`src/rtl/wave_control.sv`:
```
// rtl/wave_control.sv - enemy wave ramp controller; optional hit penalty under HIT_PENALTY_EN
module wave_control #(
    parameter int FRAMES_PER_STEP = 300,
    parameter int START_AMOUNT    = 1,
    parameter int MAX_AMOUNT      = 10
) (
    input  logic       clk,
    input  logic       reset,
    input  logic       frame_tick,
    input  logic       start,
    input  logic       pause,
    input  logic       game_over,
    input  logic       player_hit,
    output logic [3:0] plane_amount,
    output logic       step_pulse,
    output logic [1:0] state
);

    typedef enum logic [1:0] {
        IDLE  = 2'd0,
        RUN   = 2'd1,
        MAXED = 2'd2,
        OVER  = 2'd3
    } state_t;

    localparam logic [3:0]  START_A  = 4'(START_AMOUNT);
    localparam logic [3:0]  MAX_A    = 4'(MAX_AMOUNT);
    localparam logic [15:0] LAST_CNT = 16'(FRAMES_PER_STEP - 1);

    state_t      state_q, state_d;
    logic [3:0]  amount_q, amount_d;
    logic [15:0] frame_cnt_q, frame_cnt_d;
    logic        step_q, step_d;
    logic        active;

    assign active = (state_q == RUN) || (state_q == MAXED);

`ifndef HIT_PENALTY_EN
    logic unused_player_hit;
    assign unused_player_hit = player_hit;
`endif

    // Next-state: start beats game_over beats player_hit beats the ramp step.
    always_comb begin
        state_d     = state_q;
        amount_d    = amount_q;
        frame_cnt_d = frame_cnt_q;
        step_d      = 1'b0;
        if (start) begin
            amount_d    = START_A;
            frame_cnt_d = 16'd0;
            state_d     = (START_A == MAX_A) ? MAXED : RUN;
        end else if (game_over && active) begin
            state_d = OVER;
`ifdef HIT_PENALTY_EN
        end else if (player_hit && active) begin
            frame_cnt_d = 16'd0;
            state_d     = RUN;
            if (amount_q > START_A) begin
                amount_d = amount_q - 4'd1;
                step_d   = 1'b1;
            end
`endif
        end else if ((state_q == RUN) && frame_tick && !pause) begin
            if (frame_cnt_q == LAST_CNT) begin
                frame_cnt_d = 16'd0;
                // A penalty can leave RUN sitting at the ceiling; never step past it.
                if (amount_q < MAX_A) begin
                    amount_d = amount_q + 4'd1;
                    step_d   = 1'b1;
                    if (amount_q + 4'd1 == MAX_A) begin
                        state_d = MAXED;
                    end
                end else begin
                    state_d = MAXED;
                end
            end else begin
                frame_cnt_d = frame_cnt_q + 16'd1;
            end
        end
    end

    // State registers, cleared asynchronously so reset acts mid-cycle.
    always_ff @(posedge clk or posedge reset) begin
        if (reset) begin
            state_q     <= IDLE;
            amount_q    <= 4'd0;
            frame_cnt_q <= 16'd0;
            step_q      <= 1'b0;
        end else begin
            state_q     <= state_d;
            amount_q    <= amount_d;
            frame_cnt_q <= frame_cnt_d;
            step_q      <= step_d;
        end
    end

    assign plane_amount = amount_q;
    assign step_pulse   = step_q;
    assign state        = state_q;

endmodule

```
`config.mk`:
```
export PLATFORM = sky130hd
export DESIGN_NAME = wave_control
export DESIGN_NICKNAME = d
export VERILOG_FILES = /design/src/rtl/wave_control.sv
export SDC_FILE = /design/constraint.sdc
export NUM_CORES = 1
export LEC_CHECK = 0
export BUFFER_PORTS_ARGS = -buffer_cell sky130_fd_sc_hd__buf_2
export CORE_MARGIN = 3
export CORE_UTILIZATION = 37
export CTS_CLUSTER_DIAMETER = 50
export CTS_CLUSTER_SIZE = 16
export DETAILED_ROUTE_END_ITERATION = 7
export SLEW_MARGIN = 40
export SYNTH_ARGS = -nofsm -noshare
export SYNTH_HDL_FRONTEND = slang
export SYNTH_SLANG_ARGS = --single-unit
```
`constraint.sdc`:
```
create_clock -name clk -period 2.5 [get_ports clk]
set_input_delay 0.625 -clock clk [delete_from_list [all_inputs] [get_ports clk]]
set_output_delay 0.625 -clock clk [all_outputs]
set_load 0.01 [all_outputs]
```
# Word level (Yosys, flattened, before mapping)
# Cells that the tools add are included.
word_totals:
  regBits: 23
  latchBits: 0
  mem_bits_rw: 0
  romBits: 0
  inputBits: 7
  out_inout_bits: 7
  wordCells: 46
  memories: 0
op_classes:
  addsub: 2
  n_mul: 0
  div: 0
  n_lt_le_gt_ge: 1
  n_eq_ne: 6
  n_shift: 0
  muxes: 20
  bitwise_logic: 0
  reduce_logical: 13
ops:
  columns: ["cell", "n"]
  rows:
  - ["16-bit two-way mux", 4]
  - ["4-bit two-way mux", 5]
  - ["16-bit by 1-bit adder with 16-bit output (second input constant)", 1]
  - ["16-bit by 9-bit equality test with 1-bit output (second input constant)", 1]
  - ["2-bit two-way mux", 6]
  - ["2-bit nonzero test", 3]
  - ["3-bit nonzero test", 2]
  - ["1-bit two-way mux", 5]
  - ["4-bit by 1-bit adder with 4-bit output (second input constant)", 1]
  - ["4-bit equality test (second input constant)", 1]
  - ["4-bit < comparator (second input constant)", 1]
  - ["4-bit by 3-bit != test with 1-bit output (second input constant)", 1]
  - ["4-bit AND reduction", 1]
  - ["1-bit logical AND", 3]
  - ["3-bit AND reduction", 1]
  - ["2-bit by 1-bit equality test with 1-bit output (second input constant)", 1]
  - ["2-bit equality test (second input constant)", 1]
  - ["2-bit != test (second input constant)", 1]
  - ["2-bit AND reduction", 1]
  - ["1-bit logical NOT", 1]
  - ["1-bit logical OR", 1]

# Longest topological paths before layout
logic_depth:
  ltp_word: 8
  ltp_mapped: 7
  depth_no_buf: 6

# Worst setup path after synthesis
# OpenSTA, ideal clock, no wires.
synth_timing:
  path_type: "reg-to-reg"
  startpoint: "register state_q[1], in the netlist state[1]"
  endpoint: "register frame_cnt_q[12]"
  setup_ns: 0.078
  arrival_time_ns: 1.741
  required_time_ns: 2.422
  setup_slack_ns: 0.681
  stages_incl_launch_ff: 7
  n_path_buf: 0
  period_less_slack_ns: 1.819
  cell_sequence: "dfrtp_1 inv_1 ha_1 nand2b_1 a31oi_1 or4_1 a21oi_1"
synth_between:
  elab_chain_len: 5
  word_cells_on_any_way: 9
  cone_classes: "3 x eq/ne; 6 x reduce/logical"
synth_lines:
  columns: ["item", "line_no", "text"]
  rows:
  - ["start, declared", "30", "state_t state_q, state_d;"]
  - ["start signal, assigned", "91", "state_q <= state_d;"]
  - ["2-bit by 1-bit equality test with 1-bit output or 2-bit equality test (tied branches)", "36, 64", null]
  - ["1-bit logical OR or 1-bit logical AND (tied branches)", "36, 64", null]
  - ["1-bit logical AND, on equally long branches", "53, 64", null]
  - ["2-bit != test (no source line) or 2-bit nonzero test (tied branches)", null, null]
  - ["2-bit AND reduction (no source line) *", null, null]
  - ["end signal, assigned", "93", "frame_cnt_q <= frame_cnt_d;"]
  - ["end, declared", "32", "logic [15:0] frame_cnt_q, frame_cnt_d;"]
# Mark *: on every way between the ends. The rest lies on a longest branch, timed or not.
# A chain may end at the register's enable or synchronous reset.

# Final worst setup path
layout_timing:
  startpoint: "register state_q[0], in the netlist state[0]"
  endpoint: "register frame_cnt_q[13]"
# Same word-level chain as after synthesis.

==> impl_metrics.json <==
{
  "ff2ff_path_depth": 6,
  "pwr_density_cell_mw_per_mm2": 398,
  "route.detailed.vias_per_inst": 5.82,
  "clock_power_share": 0.292,
  "cts_tree": "yes",
  "routed_wire_length_per_instance_um": 14.8,
  "cts-hold-fix-buffers": 0,
  "critPathMaxFanout": 14,
  "cts-root-to-sink-buffers": 2,
  "synth_fp_nets": 153,
  "grtUsageTotal": 0.159,
  "fp.dieW_um": 66.4,
  "mappedNetlistArea_mm2": 0.00135,
  "worst_r2r_startpoint": "state[0]",
  "antenna_violations_before_repair": 0,
  "syn_to_final_growth_pct": 11.8,
  "layout.nets": 170,
  "p_total_uw": 600,
  "multi_input_area_um2": 722,
  "synthTopCellsByArea": "dfrtp_1 (43%), a21oi_1 (4.8%), or4_1 (4.5%)",
  "finish.cell_count_without_fillers": 204,
  "slew-limit-headroom": 0.598,
  "detail_route.drc_violations": 0,
  "regArea_um2": 576,
  "yosysSeqAreaShare": 0.427,
  "ir_drop_v": 0.000189,
  "cts_root_buf": "clkbuf_4",
  "dominantRegCellSynth": "dfrtp_1",
  "status": "completed",
  "final_hold_viol_count": 0,
  "detailroute.via_count": 1188,
  "drt_first_pass_iters": 4,
  "top_cells_by_instance_count_after_synthesis": "dfrtp_1 (23), a21oi_1 (13), nand2_1 (11)",
  "r2r_end": "frame_cnt_q[13]",
  "fillers": 344,
  "dp_hpwl_um": 2210,
  "pwr-share-seq": 0.630,
  "worst_setup_hold_path_clk_slew_ns": 0.14,
  "worstMarginPinSlew_ns": 0.603,
  "maxCapViolCount": 0,
  "final_layout_size_suffix_gt1_frac": 0.184,
  "critical_path_class": "reg -> reg",
  "finalCriticalPeriod_ns": 2.05,
  "dieArea_mm2": 0.00440,
  "numPortBuffers": 12,
  "initial_core_util": 0.395,
  "p_sw_uw": 151,
  "synth_warnings": 0,
  "finalSetupViolations": 0,
  "die_h_um": 66.4,
  "fraction_of_synthesis_flops_using_an_asynchronous_set_or_reset_pin": 1.00,
  "drt.antenna.violating_nets": 0,
  "netlist.top_cell.by_area": "dfrtp_1",
  "unrepaired_setup_endpoints_after_global_routing": "false",
  "worst_hold_path_type": "in -> async",
  "total_leakage_power_uw": 0.000597,
  "synth_enable_flop_cells": 0,
  "cp_required_ns": 2.73,
  "share_comb_of_total_power": 0.078,
  "place.gp.congestion": 0.752,
  "netlist.area_leader.share": 0.427,
  "core.rowCount": 21,
  "synth_most_common_cell": "dfrtp_1",
  "finalCritPeriodShare": 0.820,
  "grt_overflow_total": 0,
  "rrSetupSlack_ns": 0.45,
  "dpl.cell_count": 200,
  "antenna_cells_inserted": 0,
  "clock-sinks": 23,
  "sw_frac_of_total": 0.252,
  "tritoncts.num_buffers": 3,
  "pin_count": 14,
  "final-max-slew-violation-count": 0,
  "wire_length_of_the_first_global_routing_pass_um": 5430,
  "max_freq_mhz": 488,
  "drt_wl_total_um": 3030,
  "cts.htree.levels": 1,
  "clock_skew_ns": 0.0219,
  "core_region_area_mm2": 0.00342,
  "postSynthRegisterBits": 23,
  "post_cts.resized_instances": 0,
  "final.hold.worst_slack_ns": 0.313,
  "setup-tns-final_ns": 0,
  "synth.distinct_cells": 39,
  "postSynthCellCount": 142,
  "post_cts_buffers": 0,
  "drt_iter0_drc": 88,
  "grt_start_max_net_pins": 24,
  "power_report.internal_total_uw": 448,
  "clk-insertion-delay-late_ns": 0.32,
  "via_count_of_the_first_global_routing_pass": 1169,
  "worst_setup_path_start_kind": "flip-flop",
  "postSynthAreaPerCell_um2": 9.49,
  "critPathArrivalTime_ns": 2.28,
  "critPathCaptureType": "flip-flop"
}
[through the flow]
step                       util  setup WS [ns]  cell area, um2
after floorplan               -          0.681            1350
after global placement    0.431          0.416            1470
after detailed placement  0.431          0.366            1470
after CTS                 0.439          0.414            1500
after global routing      0.441          0.255            1510
final                     0.441          0.449            1510
[cell usage in the layout (no fill, tap or decap), types with 6 or more instances in the layout]
cell type,synthesis,final
buf_2,3,12
nand3_1,6,6
nand2_1,11,11
dfrtp_1,23,23
or3_1,6,6
o21ai_0,9,9
o31ai_1,7,7
inv_1,10,10
or4_1,8,8
a21oi_1,13,13
[cells by family (layout without fill, tap and decap cells)]
kind of cell             Yosys count  in the layout  synth area share
AO/OA/AOI/OAI                     45             45             0.219
AND/OR/NAND/NOR                   56             56             0.275
buffers and inverters             14             30            0.0418
flip-flops                        23             23             0.427
adder cells (fa/ha/maj)            4              4            0.0371
[power by group through the flow]
| stage | Combinational [uW] | Sequential, uW | Clock (uW) |
|---|---|---|---|
| 5_1_grt | 52.8 | 379 | 196 |
| 2_1_floorplan | 29.3 | 385 | 0 |
| 4_1_cts | 47.2 | 378 | 185 |
| 3_5_place_dp | 47.1 | 385 | 0 |
| 6_report | 46.7 | 378 | 175 |
| 3_3_place_gp | 45.4 | 385 | 0 |
[routing by layer]
layer | up-vias | part of all wire | GRT usage
met5 | - | 0 | 0
met1 | 583 | 0.47 | 0.201
met4 | 0 | 0.0043 | 0.0254
li1 | 581 | - | -
met3 | 2 | 0.037 | 0.0442
met2 | 22 | 0.49 | 0.271
[sequential cells by signal (all words and copies together), names as in the netlist]
name and cells:
plane_amount 4, frame_cnt_q 16, state 2, step_pulse 1
[worst max-delay path, stage by stage, from the launching register on]
cell	delay, ns
dfrtp_1	0.43
ha_1	0.30
nand2b_1	0.23
a41oi_1	0.15
buf_4	0.20
or4_1	0.50
a21oi_1	0.15
[how the worst max path moves through the flow]
stage	slack [ns]	start	endpoint	cells past startpoint
3_3_place_gp	0.42	pause	frame_cnt_q[14]	5
3_5_place_dp	0.37	pause	frame_cnt_q[10]	5
4_1_cts	0.41	state[0]	frame_cnt_q[2]	5
6_report	0.45	state[0]	frame_cnt_q[13]	6
5_1_grt	0.26	frame_cnt_q[0]	frame_cnt_q[13]	6
2_1_floorplan	0.68	state[1]	frame_cnt_q[12]	6
[layout make-up]
class	count	area share
multi-input cells	105	0.479
flip-flops and latches	23	0.382
repair buffers	15	0.0548
well taps	46	0.0382
inverters	11	0.0274
clock buffers	3	0.0150
clock inverters	1	0.00332
(Power assumes the default switching activity.)
